**config.mk**
```make
export PLATFORM = sky130hd
export DESIGN_NAME = ccd_capture_flat
export DESIGN_NICKNAME = d
export VERILOG_FILES = /design/src/rtl/ccd_capture_pkg.sv /design/src/rtl/ccd_capture_if.sv /design/src/rtl/ccd_xy_counter.sv /design/src/rtl/ccd_capture.sv /design/src/flat_wrapper.sv
export SDC_FILE = /design/constraint.sdc
export NUM_CORES = 1
export LEC_CHECK = 0
export BUFFER_PORTS_ARGS = -buffer_cell sky130_fd_sc_hd__buf_4
export CAP_MARGIN = 10
export CORE_MARGIN = 2
export CORE_UTILIZATION = 40
export DETAILED_ROUTE_END_ITERATION = 16
export PLACE_DENSITY = 0.59
export SKIP_LAST_GASP = 1
export SLEW_MARGIN = 20
export SYNTH_ARGS = -nofsm -noshare
export SYNTH_HDL_FRONTEND = slang
export SYNTH_HIERARCHICAL = 1
export SYNTH_SLANG_ARGS = --single-unit
```
**constraint.sdc**
```tcl
create_clock -name clk -period 4.5 [get_ports clk]
set_clock_uncertainty 0.05 [all_clocks]
set_input_delay 0 -clock clk [delete_from_list [all_inputs] [get_ports clk]]
set_output_delay 0 -clock clk [all_outputs]
set_load 0.005 [all_outputs]
```
**src/rtl/ccd_capture_pkg.sv**
```systemverilog
// Shared types, widths and helpers for the ccd_capture sensor front end.
package ccd_capture_pkg;

    localparam int unsigned DATA_W      = 12;
    localparam int unsigned COORD_W     = 16;
    localparam int unsigned FRAME_CNT_W = 32;
    localparam int unsigned DEF_WIDTH   = 1280;
    localparam int unsigned DEF_HEIGHT  = 960;

    typedef enum logic [1:0] {
        IDLE    = 2'd0,
        ARMED   = 2'd1,
        CAPTURE = 2'd2
    } cap_state_e;

    // Test pattern pixel: low six bits of the line above low six bits of the column.
    function automatic logic [DATA_W-1:0] pattern_pix(input logic [COORD_W-1:0] x,
                                                      input logic [COORD_W-1:0] y);
        return {y[5:0], x[5:0]};
    endfunction

endpackage

```
**src/rtl/ccd_capture_if.sv**
```systemverilog
// Sensor/control inputs and the pixel stream toward imgproc.
interface ccd_capture_if;

    logic [ccd_capture_pkg::DATA_W-1:0]      sensor_data;
    logic                                    fval;
    logic                                    lval;
    logic                                    start;
    logic                                    stop;
    logic                                    pattern_sel;

    logic [ccd_capture_pkg::DATA_W-1:0]      pix_data;
    logic                                    dval;
    logic [ccd_capture_pkg::COORD_W-1:0]     x_cont;
    logic [ccd_capture_pkg::COORD_W-1:0]     y_cont;
    logic [ccd_capture_pkg::FRAME_CNT_W-1:0] frame_cont;

    modport master (
        output sensor_data, fval, lval, start, stop, pattern_sel,
        input  pix_data, dval, x_cont, y_cont, frame_cont
    );

    modport slave (
        input  sensor_data, fval, lval, start, stop, pattern_sel,
        output pix_data, dval, x_cont, y_cont, frame_cont
    );

endinterface

```
**src/rtl/ccd_xy_counter.sv**
```systemverilog
// Column/line counters: accept qualification, column hold at WIDTH, line saturation at HEIGHT.
module ccd_xy_counter
    import ccd_capture_pkg::*;
#(
    parameter int unsigned WIDTH  = DEF_WIDTH,
    parameter int unsigned HEIGHT = DEF_HEIGHT
) (
    input  logic               clk,
    input  logic               rst_n,
    input  logic               en,
    input  logic               f,
    input  logic               l,
    input  logic               lvf,
    input  logic               clear,
    output logic               accept_c,
    output logic [COORD_W-1:0] x,
    output logic [COORD_W-1:0] y
);

    logic x_room;
    logic y_room;

    assign x_room   = (x < COORD_W'(WIDTH));
    assign y_room   = (y < COORD_W'(HEIGHT));
    assign accept_c = en & f & l & x_room & y_room;

    always_ff @(posedge clk or negedge rst_n) begin
        if (!rst_n) begin
            x <= '0;
            y <= '0;
        end else if (clear) begin
            x <= '0;
            y <= '0;
        end else if (en) begin
            if (lvf) begin
                x <= '0;
                if (y_room) begin
                    y <= y + COORD_W'(1);
                end
            end else if (accept_c) begin
                x <= x + COORD_W'(1);
            end
        end
    end

endmodule

```
**src/rtl/ccd_capture.sv**
```systemverilog
// Raw sensor capture: whole-frame start/stop gating, X/Y tagging and frame counting.
// Optional CCD_CAPTURE_PATTERN_EN replaces sensor data with a coordinate test pattern.
module ccd_capture
    import ccd_capture_pkg::*;
#(
    parameter int unsigned WIDTH  = DEF_WIDTH,
    parameter int unsigned HEIGHT = DEF_HEIGHT
) (
    input logic          clk,
    input logic          rst_n,
    ccd_capture_if.slave bus
);

    logic [DATA_W-1:0]      d;
    logic                   f, l, f_d, l_d;
    logic                   start_q, stop_q;
    logic                   fvr, fvf, lvf;

    cap_state_e             state, state_nxt;
    logic                   stop_req;
    logic                   xy_clear_c, capture_c, frame_done_c, stop_set_c;

    logic                   accept_c;
    logic [COORD_W-1:0]     x, y;
    logic [DATA_W-1:0]      pix_sel_c;

    logic [DATA_W-1:0]      data_q;
    logic                   dval_q;
    logic [COORD_W-1:0]     x_q, y_q;
    logic [FRAME_CNT_W-1:0] frame_q;

    // Input stage with delayed strobes for edge detection
    always_ff @(posedge clk or negedge rst_n) begin
        if (!rst_n) begin
            d       <= '0;
            f       <= 1'b0;
            l       <= 1'b0;
            f_d     <= 1'b0;
            l_d     <= 1'b0;
            start_q <= 1'b0;
            stop_q  <= 1'b0;
        end else begin
            d       <= bus.sensor_data;
            f       <= bus.fval;
            l       <= bus.lval;
            f_d     <= f;
            l_d     <= l;
            start_q <= bus.start;
            stop_q  <= bus.stop;
        end
    end

    assign fvr = f & ~f_d;
    assign fvf = ~f & f_d;
    assign lvf = ~l & l_d;

    always_ff @(posedge clk or negedge rst_n) begin
        if (!rst_n) begin
            state <= IDLE;
        end else begin
            state <= state_nxt;
        end
    end

    // Stop wins over start; a running frame always completes before leaving CAPTURE
    always_comb begin
        state_nxt = state;
        case (state)
            IDLE: begin
                if (stop_q) begin
                    state_nxt = IDLE;
                end else if (start_q) begin
                    state_nxt = ARMED;
                end
            end
            ARMED: begin
                if (stop_q) begin
                    state_nxt = IDLE;
                end else if (fvr) begin
                    state_nxt = CAPTURE;
                end
            end
            CAPTURE: begin
                if (fvf) begin
                    state_nxt = (stop_req | stop_q) ? IDLE : ARMED;
                end
            end
            default: state_nxt = IDLE;
        endcase
    end

    always_comb begin
        xy_clear_c   = 1'b0;
        capture_c    = 1'b0;
        frame_done_c = 1'b0;
        stop_set_c   = 1'b0;
        case (state)
            ARMED: begin
                xy_clear_c = fvr & ~stop_q;
            end
            CAPTURE: begin
                capture_c    = 1'b1;
                frame_done_c = fvf;
                stop_set_c   = stop_q;
            end
            default: ;
        endcase
    end

    always_ff @(posedge clk or negedge rst_n) begin
        if (!rst_n) begin
            stop_req <= 1'b0;
        end else if (frame_done_c) begin
            stop_req <= 1'b0;
        end else if (stop_set_c) begin
            stop_req <= 1'b1;
        end
    end

    ccd_xy_counter #(
        .WIDTH  (WIDTH),
        .HEIGHT (HEIGHT)
    ) u_xy_counter (
        .clk      (clk),
        .rst_n    (rst_n),
        .en       (capture_c),
        .f        (f),
        .l        (l),
        .lvf      (lvf),
        .clear    (xy_clear_c),
        .accept_c (accept_c),
        .x        (x),
        .y        (y)
    );

`ifdef CCD_CAPTURE_PATTERN_EN
    logic pat_q;

    always_ff @(posedge clk or negedge rst_n) begin
        if (!rst_n) begin
            pat_q <= 1'b0;
        end else begin
            pat_q <= bus.pattern_sel;
        end
    end

    assign pix_sel_c = pat_q ? pattern_pix(x, y) : d;
`else
    logic unused_pattern;

    assign unused_pattern = bus.pattern_sel;
    assign pix_sel_c      = d;
`endif

    // Output stage: data and coordinates hold between accepted pixels
    always_ff @(posedge clk or negedge rst_n) begin
        if (!rst_n) begin
            data_q <= '0;
            dval_q <= 1'b0;
            x_q    <= '0;
            y_q    <= '0;
        end else begin
            dval_q <= accept_c;
            if (accept_c) begin
                data_q <= pix_sel_c;
                x_q    <= x;
                y_q    <= y;
            end
        end
    end

    always_ff @(posedge clk or negedge rst_n) begin
        if (!rst_n) begin
            frame_q <= '0;
        end else if (frame_done_c) begin
            frame_q <= frame_q + FRAME_CNT_W'(1);
        end
    end

    assign bus.pix_data   = data_q;
    assign bus.dval       = dval_q;
    assign bus.x_cont     = x_q;
    assign bus.y_cont     = y_q;
    assign bus.frame_cont = frame_q;

endmodule

```
**src/flat_wrapper.sv**
```systemverilog
// flat-port wrapper written by rule: the top's interface ports become plain ports
module ccd_capture_flat import ccd_capture_pkg::*;
#(
    parameter int unsigned WIDTH  = DEF_WIDTH,
    parameter int unsigned HEIGHT = DEF_HEIGHT
)
  (clk, rst_n, bus_sensor_data, bus_fval, bus_lval, bus_start, bus_stop, bus_pattern_sel, bus_pix_data, bus_dval, bus_x_cont, bus_y_cont, bus_frame_cont);
  ccd_capture_if bus_i ();
  input logic clk;
  input logic rst_n;
  input wire logic [$bits(bus_i.sensor_data)-1:0] bus_sensor_data;
  input wire logic [$bits(bus_i.fval)-1:0] bus_fval;
  input wire logic [$bits(bus_i.lval)-1:0] bus_lval;
  input wire logic [$bits(bus_i.start)-1:0] bus_start;
  input wire logic [$bits(bus_i.stop)-1:0] bus_stop;
  input wire logic [$bits(bus_i.pattern_sel)-1:0] bus_pattern_sel;
  output wire logic [$bits(bus_i.pix_data)-1:0] bus_pix_data;
  output wire logic [$bits(bus_i.dval)-1:0] bus_dval;
  output wire logic [$bits(bus_i.x_cont)-1:0] bus_x_cont;
  output wire logic [$bits(bus_i.y_cont)-1:0] bus_y_cont;
  output wire logic [$bits(bus_i.frame_cont)-1:0] bus_frame_cont;
  assign bus_i.sensor_data = bus_sensor_data;
  assign bus_i.fval = bus_fval;
  assign bus_i.lval = bus_lval;
  assign bus_i.start = bus_start;
  assign bus_i.stop = bus_stop;
  assign bus_i.pattern_sel = bus_pattern_sel;
  assign bus_pix_data = bus_i.pix_data;
  assign bus_dval = bus_i.dval;
  assign bus_x_cont = bus_i.x_cont;
  assign bus_y_cont = bus_i.y_cont;
  assign bus_frame_cont = bus_i.frame_cont;
  ccd_capture #(.WIDTH(WIDTH), .HEIGHT(HEIGHT)) u_core (.clk(clk), .rst_n(rst_n), .bus(bus_i));
endmodule
```
# Word level (Yosys, flattened, before mapping)
# Cells that the tools add are included.
# totals
reg_bits	130
inputBits	19
out_inout_bits	77
wordCells	69
# classes
n_addsub	3
order_cmp	2
eq_ne	5
mux	21
bitwise_logic	13
n_reduce_logical	9
# op_table
cell	n
16-bit two-way mux	8
16-bit by 1-bit adder with 16-bit output, second input constant	2
32-bit by 1-bit adder with 32-bit output, second input constant	1
16-bit by 10-bit less-than comparator with 1-bit output, second input constant	1
16-bit by 11-bit less-than comparator with 1-bit output, second input constant	1
2-bit two-way mux	5
1-bit bitwise AND	8
2-bit nonzero test	4
1-bit two-way mux	7
3-bit by 1-bit != test with 1-bit output, second input constant	2
2-bit one-hot mux with 3 select lines	1
3-bit AND reduction	2
1-bit NOT	4
3-bit nonzero test	1
2-bit by 1-bit equality test with 1-bit output, second input constant	1
2-bit equality test, second input constant	1
2-bit zero test	1
2-bit by 1-bit != test with 1-bit output, second input constant	1
2-bit AND reduction	1
1-bit bitwise OR	1

# Logic depth before layout (Yosys ltp)
# Gate-level depths: netlist (run 1).
# logic_depth
ltp_word	10
ltp_mapped	9
depth_no_buf	7

# By module
# The synthesis (run 1) kept the hierarchy.
# modules_own_cells
module	n_inst	cells_per_inst	area_per_inst_um2	seq_area_each_um2
ccd_capture	1	262	3778.6	2452.4
ccd_xy_counter	1	141	1561.5	800.8

# Worst setup path after synthesis (run 1)
# OpenSTA, ideal clock, no wires.
# synth_path
path_type	register to register
from	register u_core.state[0]
to	register u_core.data_q[0] (netlist: u_core/bus.pix_data[0])
setup_time_ns	0.125
arrival_time_ns	2.254
t_required_ns	4.325
slack_ns	2.071
stages_incl_launch_ff	8
n_path_buf	2
synth_period_minus_slack_ns	2.429
path_cell_list	dfrtp_1 -> nor2b_1 -> and4b_1 -> nand2_1 -> nor3_2 -> clkbuf_1 -> buf_1 -> mux2_2
# synth_between
elab_chain_cells	6
# synth_lines
element	line	text
from (decl)	ccd_capture.sv:19	cap_state_e state, state_nxt;
from (signal assigned)	ccd_capture.sv:61	state <= state_nxt;
2-bit equality test	ccd_capture.sv:97	case (state)
1-bit two-way mux	ccd_capture.sv:97	
named net u_core.capture_c	ccd_capture.sv:21	logic xy_clear_c, capture_c, frame_done_c, stop_set_c;
1-bit bitwise AND (4 in series)	ccd_xy_counter.sv:25	assign accept_c = en & f & l & x_room & y_room;
named net u_core.accept_c	ccd_capture.sv:23	logic accept_c;
to (signal assigned)	ccd_capture.sv:165	data_q <= pix_sel_c;
to (decl)	ccd_capture.sv:27	logic [DATA_W-1:0] data_q;
# The timed path passes the listed nets, and every way through them passes these cells.
# A chain may end at the register's enable or synchronous reset.

# Worst setup path in the final report (run 1)
# layout_path
from	register u_core.state[0]
to	register u_core.data_q[1] (netlist: u_core/bus.pix_data[1])
# Same word-level chain as after synthesis.

==> results of run 1 <==
## layout make-up
cell class,count,area [µm²]
multi-input combinational,257,2020
fill,1154,6160
tap,176,220
sequential,130,3250
inverter,4,15.0
clock inverter,6,80.1
clock buffer,24,482
timing repair buffer,115,908
## power by group
group	switching [µW]	internal [µW]	leakage, µW
registers	74.1	1250	0.00174
clock network	463	848	0.000280
logic	102	147	0.00137
total	640	2250	0.00339
## flip-flops by register name, summed over array words and instances, names as in the netlist
| register | cells |
|---|---|
| u_core/bus.y_cont | 16 |
| u_core/f | 1 |
| u_core/stop_q | 1 |
| u_core/bus.pix_data | 12 |
| u_core/l_d | 1 |
| u_core/bus.frame_cont | 32 |
| u_core/bus.x_cont | 16 |
| u_core/bus.dval | 1 |
| u_core/l | 1 |
| u_core/f_d | 1 |
| u_core/u_xy_counter/y | 16 |
| u_core/u_xy_counter/x | 16 |
| u_core/stop_req | 1 |
| u_core/d | 12 |
| u_core/start_q | 1 |
| u_core/state | 2 |
## layout by cell type (no fill, tap or decap), types with 4 or more instances in the layout
| cell type | instances |
|---|---|
| buf_4 | 97 |
| nor4_2 | 5 |
| nor3_1 | 8 |
| inv_1 | 4 |
| clkinv_2 | 4 |
| nor2b_1 | 8 |
| xnor2_1 | 28 |
| nand2_1 | 21 |
| dfrtp_1 | 130 |
| nor2_1 | 27 |
| nand4_1 | 17 |
| and2_1 | 7 |
| xor2_1 | 15 |
| nand3_1 | 16 |
| dlygate4sd3_1 | 18 |
| mux2_2 | 44 |
| clkbuf_1 | 4 |
| clkbuf_16 | 17 |
| a31oi_1 | 7 |
| and3_1 | 7 |
## per-stage QoR
stage / cell area [µm²] / hold WS (ns)
floorplan: 5340 / -0.346
global placement: 6230 / -0.252
detailed placement: 6230 / -0.255
CTS: 6980 / 0.170
global route: 6980 / 0.175
finish: 6980 / 0.191
## kinds of logic (layout without fill, tap and decap cells)
group,after synthesis,count (layout),share of synthesized area (%)
AOI/OAI and AO/OA,20,20,2.58
xor gates and xnor gates,43,43,7.05
adders and majority gates,3,3,0.703
buffers and inverters,16,149,1.41
DFF,130,130,60.9
muxes,45,45,9.47
and+or+nand+nor,146,146,17.9
## synthesized netlist by cell type (3+ instances only)
library cell / n / area (µm²)
nand3b_1: 3 / 22.5
clkbuf_1: 4 / 15.0
nand4_1: 17 / 106
and2_1: 7 / 43.8
nand2b_1: 3 / 18.8
and3_1: 7 / 43.8
nor4_2: 5 / 62.6
nor2b_1: 8 / 50.1
nand3_1: 16 / 80.1
nor3_1: 8 / 40.0
a21oi_1: 3 / 15.0
nand2_1: 21 / 78.8
buf_2: 3 / 15.0
buf_1: 3 / 11.3
nor4b_2: 3 / 45.0
mux2_2: 44 / 495
xor2_1: 15 / 131
and4b_1: 3 / 30.0
ha_1: 3 / 37.5
inv_1: 4 / 15.0
a31oi_1: 7 / 43.8
nor2_1: 27 / 101
xnor2_1: 28 / 245
dfrtp_1: 130 / 3250
## routing by layer
metal / share of wire, % / GRT usage (%) / vias to the layer above
met4: 1.1 / 5.74 / 0
met3: 5.4 / 5.47 / 10
met1: 47 / 21.6 / 1778
met5: 0 / 0 / -
li1: - / - / 1675
met2: 46 / 23.0 / 85
## final timing paths
path / startpoint / to / slack [ns] / depth (start not counted)
max in group asynchronous: rst_n / u_core/u_xy_counter/y[0] / 3.57 / 3
worst max-delay path: u_core/state[0] / u_core/bus.pix_data[1] / 1.88 / 6
min in group asynchronous: rst_n / u_core/u_xy_counter/x[3] / 0.28 / 3
worst min-delay path: bus_sensor_data[11] / u_core/d[11] / 0.19 / 2
worst min register to register: u_core/l / u_core/l_d / 0.37 / 0
worst max register to register: u_core/state[0] / u_core/bus.pix_data[1] / 1.88 / 6
## timing repair
action                                  CTS  global route
setup buffers                             0             0
hold buffers                             18             0
endpoints found under the setup margin    0             0
hold endpoints to repair                146             0
## worst register-to-register path, cell delays in order (launching register included)
cell and delay [ns]:
dfrtp_1 0.43, nor2b_1 0.43, and4b_1 0.35, nand2_1 0.11, nor3_4 0.17, buf_4 0.52, mux2_2 0.45
==> results.cfg, run 1 <==
[route]
vias_per_cell = 4.98
drt_iter0_markers = 186
wirelength_um = 10600
first_pass_iters = 4
remaining_drc_errors = 0
num_vias = 3548
avgRoutedWirePerCell_um = 14.9
drtAntennaViolNets = 0

[clocking]
ctsResizeCount = 0
cts_sinks = 130
cts_buffer_depth = 2
clk-insertion-delay-late_ns = 0.41
clkTransAtPathRegs_ns = 0.05
htreeDepth = 4
cts_made_buffers = 17
cts_tree = yes
cts_root_buf = clkbuf_16

[outcome]
run_status = finished, final reports clean

[synth]
syn_inst = 403
syn_area_um2 = 5340
syn_avg_cell_area_um2 = 13.3
async_flop_share_pct = 100
synth_edf_count = 0
synth-seq-cells = 130
synth_ff_type = dfrtp_1
synth_seq_area_share_pct = 60.9
synth.net_count = 425
synth_cell_types = 48
yosysWarnings = 6

[die]
die_x_um = 120
fp.dieH_um = 120
initial_core_util_pct = 40.6
io_pins = 96
core_um2 = 13100
die-area_um2 = 14300
placementRows = 42

[setup_path]
crit_fanout = 47
crit_type = reg -> reg
crit_family = simple AND/OR/NAND/NOR gates
critical_path_buf_inv_count = 1
startpoint_type = register
worstPathRequired_ns = 4.74
crit_arrival_ns = 2.86
critPathMaxStageDelay_ns = 0.52
slowest_stage = buf_4
critPathCaptureType = register
path_cells = nor2b_1, and4b_1, nand2_1, nor3_4, buf_4, mux2_2

[sta]
hold_viol = 0
timing.final.crit_share_pct = 58.2
setup_violations = 0
period_needed_ns = 2.62
drv_slew = 0
tightest_slew_ns = 0.848
max-slew-margin-rel_pct = 43.4
setup-tns-final_ns = 0
setup_slack_ns = 1.88
rsz0062_at_grt = no
fmax_ghz = 0.382

[hold_path]
hold_class = in -> reg

[grt]
overflow = 0
track_usage_pct = 15.7
grt_pass1_wl_um = 17600
antenna_found_initial = 0
grt_max_degree = 66
grt_pass1_vias = 3552

[power]
peakVddDrop_mv = 0.230
power_density_nw_per_um2 = 414
p_leak_uw = 0.00339
finalPower_uw = 2890

[cells_and_area]
syn2layout_area_growth_pct = 30.6
final_core_util_pct = 53.1
drive_gt1_share_pct = 35.1
stdcell_count = 712
fin_nets = 547
insertedDiodeCount = 0

[job]
drv_cap = 0

[place]
dp.cells = 664
gp_congestion = 0.782
dp_hpwl_um = 6990
port_buffers = 94
place_ws_ns = 1.90
Power figures use the tool's default switching activity.
==> run 2, diff against run 1 <==
Settings changed: PLACE_DENSITY 0.59 to 0.62.
Clock period 4.5 ns to 2.39 ns, I/O delays scaled along.
==> results.cfg, run 2 (same netlist as run 1, synthesis figures left out) <==
[grt]
grt_use_met1_pct = 21.7
grt_pass1_wl_um = 18100
antenna_found_initial = 0
grt_pass1_vias = 3576
grtUsageMet2_pct = 24.3
overflow = 0
grt_use_met3_pct = 4.94
grt-busiest-layer = met2
grt_max_degree = 71
track_usage_pct = 16.2

[power]
finalPower_uw = 5360
power_density_nw_per_um2 = 762
peakVddDrop_mv = 0.379
p_leak_uw = 0.00342

[sta]
fmax_ghz = 0.489
drv_slew = 0
timing.final.crit_share_pct = 85.5
rsz0062_at_grt = no
tightest_slew_ns = 0.592
setup_violations = 0
hold_viol = 0
period_needed_ns = 2.04
setup-tns-final_ns = 0
max-slew-margin-rel_pct = 60.4

[cells_and_area]
insertedDiodeCount = 0
final_cell_mix = dfrtp_1 (130), buf_4 (103), mux2_2 (44)
syn2layout_area_growth_pct = 31.7
stdcell_count = 719
drive_gt1_share_pct = 35.9
final_core_util_pct = 53.5
fin_nets = 554
largest_reg_flops = 32
layout_commonest_cell = dfrtp_1

[clocking]
cts_tree = yes
cts_buffer_depth = 2
cts_made_buffers = 17
cts_sinks = 130
cts_root_buf = clkbuf_16
ctsResizeCount = 0
clkTransAtPathRegs_ns = 0.05
htreeDepth = 4
clk-insertion-delay-late_ns = 0.41

[job]
drv_cap = 0

[route]
remaining_drc_errors = 0
drt_iter0_markers = 263
wirelength_um = 10500
first_pass_iters = 4
vias_per_cell = 4.96
drtAntennaViolNets = 0
num_vias = 3568
avgRoutedWirePerCell_um = 14.6

[setup_path]
crit_fanout = 15
crit_arrival_ns = 2.28
worstPathRequired_ns = 2.63
reg2reg_depth = 6
slowest_stage = dfrtp_1
crit_type = reg -> reg
startpoint_type = register
critPathCaptureType = register
critPathMaxStageDelay_ns = 0.43
path_cells = nor2b_1, and4b_1, nand2_1, nor3_4, buf_4, mux2_2

[die]
core_um2 = 13100
io_pins = 96
placementRows = 42
initial_core_util_pct = 40.6
die_x_um = 120
die-area_um2 = 14300
fp.dieH_um = 120

[hold_path]
hold_class = in -> async

[place]
dp_hpwl_um = 7090
gp_congestion = 0.760
port_buffers = 94
dp.cells = 672

[outcome]
run_status = finished, final reports clean
## run 2: cell count changes in the layout (fill, tap and decap cells not counted), sizes merged
cell	before	now
buf	97	105
dlygate4sd3	18	17
clkbuf	24	23
clkinv	4	5
## run 2: repair_timing
item / 4_1_cts / 5_1_grt
endpoints found under the hold margin: 94 / 0
hold buffers: 17 / 0
setup buffers: 0 / 0
## run 2: cell type report
cell class / count / area, µm²
Clock buffer: 23 / 458
Clock inverter: 7 / 85.1
Fill cell: 1167 / 6100
Inverter: 4 / 15.0
Multi-Input combinational cell: 257 / 2020
Sequential cell: 130 / 3250
Tap cell: 176 / 220
Timing Repair Buffer: 122 / 983
## run 2: routing by layer
layer | up-vias | part of all wire (%)
met4 | 0 | 1.8
met5 | - | 0
met2 | 89 | 47
li1 | 1686 | -
met3 | 21 | 5.3
met1 | 1772 | 46
## run 2: worst paths after layout
| path | from | to | slack [ns] |
|---|---|---|---|
| setup / recovery | u_core/state[0] | u_core/bus.x_cont[5] | 0.35 |
| hold / removal | rst_n | u_core/bus.pix_data[7] | 0.05 |
| setup reg to reg | u_core/state[0] | u_core/bus.x_cont[5] | 0.35 |
| hold reg to reg | u_core/l | u_core/l_d | 0.36 |
| max in group asynchronous | rst_n | u_core/bus.frame_cont[29] | 1.51 |
| min in group clk | bus_sensor_data[6] | u_core/d[6] | 0.19 |
## run 2: report_power, final
group / leakage [µW] / total, µW / internal [µW] / switching (µW)
combinational: 0.00141 / 472 / 282 / 190
sequential: 0.00174 / 2500 / 2360 / 139
clock: 0.000270 / 2390 / 1540 / 855
total: 0.00342 / 5360 / 4180 / 1180
## run 2: per-stage QoR
step | cell area (µm²) | hold slack, ns | setup WS, ns
after global routing | 7030 | 0.0860 | 0.207
after CTS | 7030 | 0.0494 | 0.337
after floorplan | 5350 | -0.346 | 0.0946
after global placement | 6320 | -0.0537 | 0.385
after detailed placement | 6320 | -0.0494 | 0.352
final | 7030 | 0.0520 | 0.347
## run 2: critical path, delay by kind of cell, from the launching register on
family / cells / cell delay [ns]
muxes: 1 / 0.36
buffers and inverters: 1 / 0.27
and+or+nand+nor: 4 / 0.81
DFF: 1 / 0.43
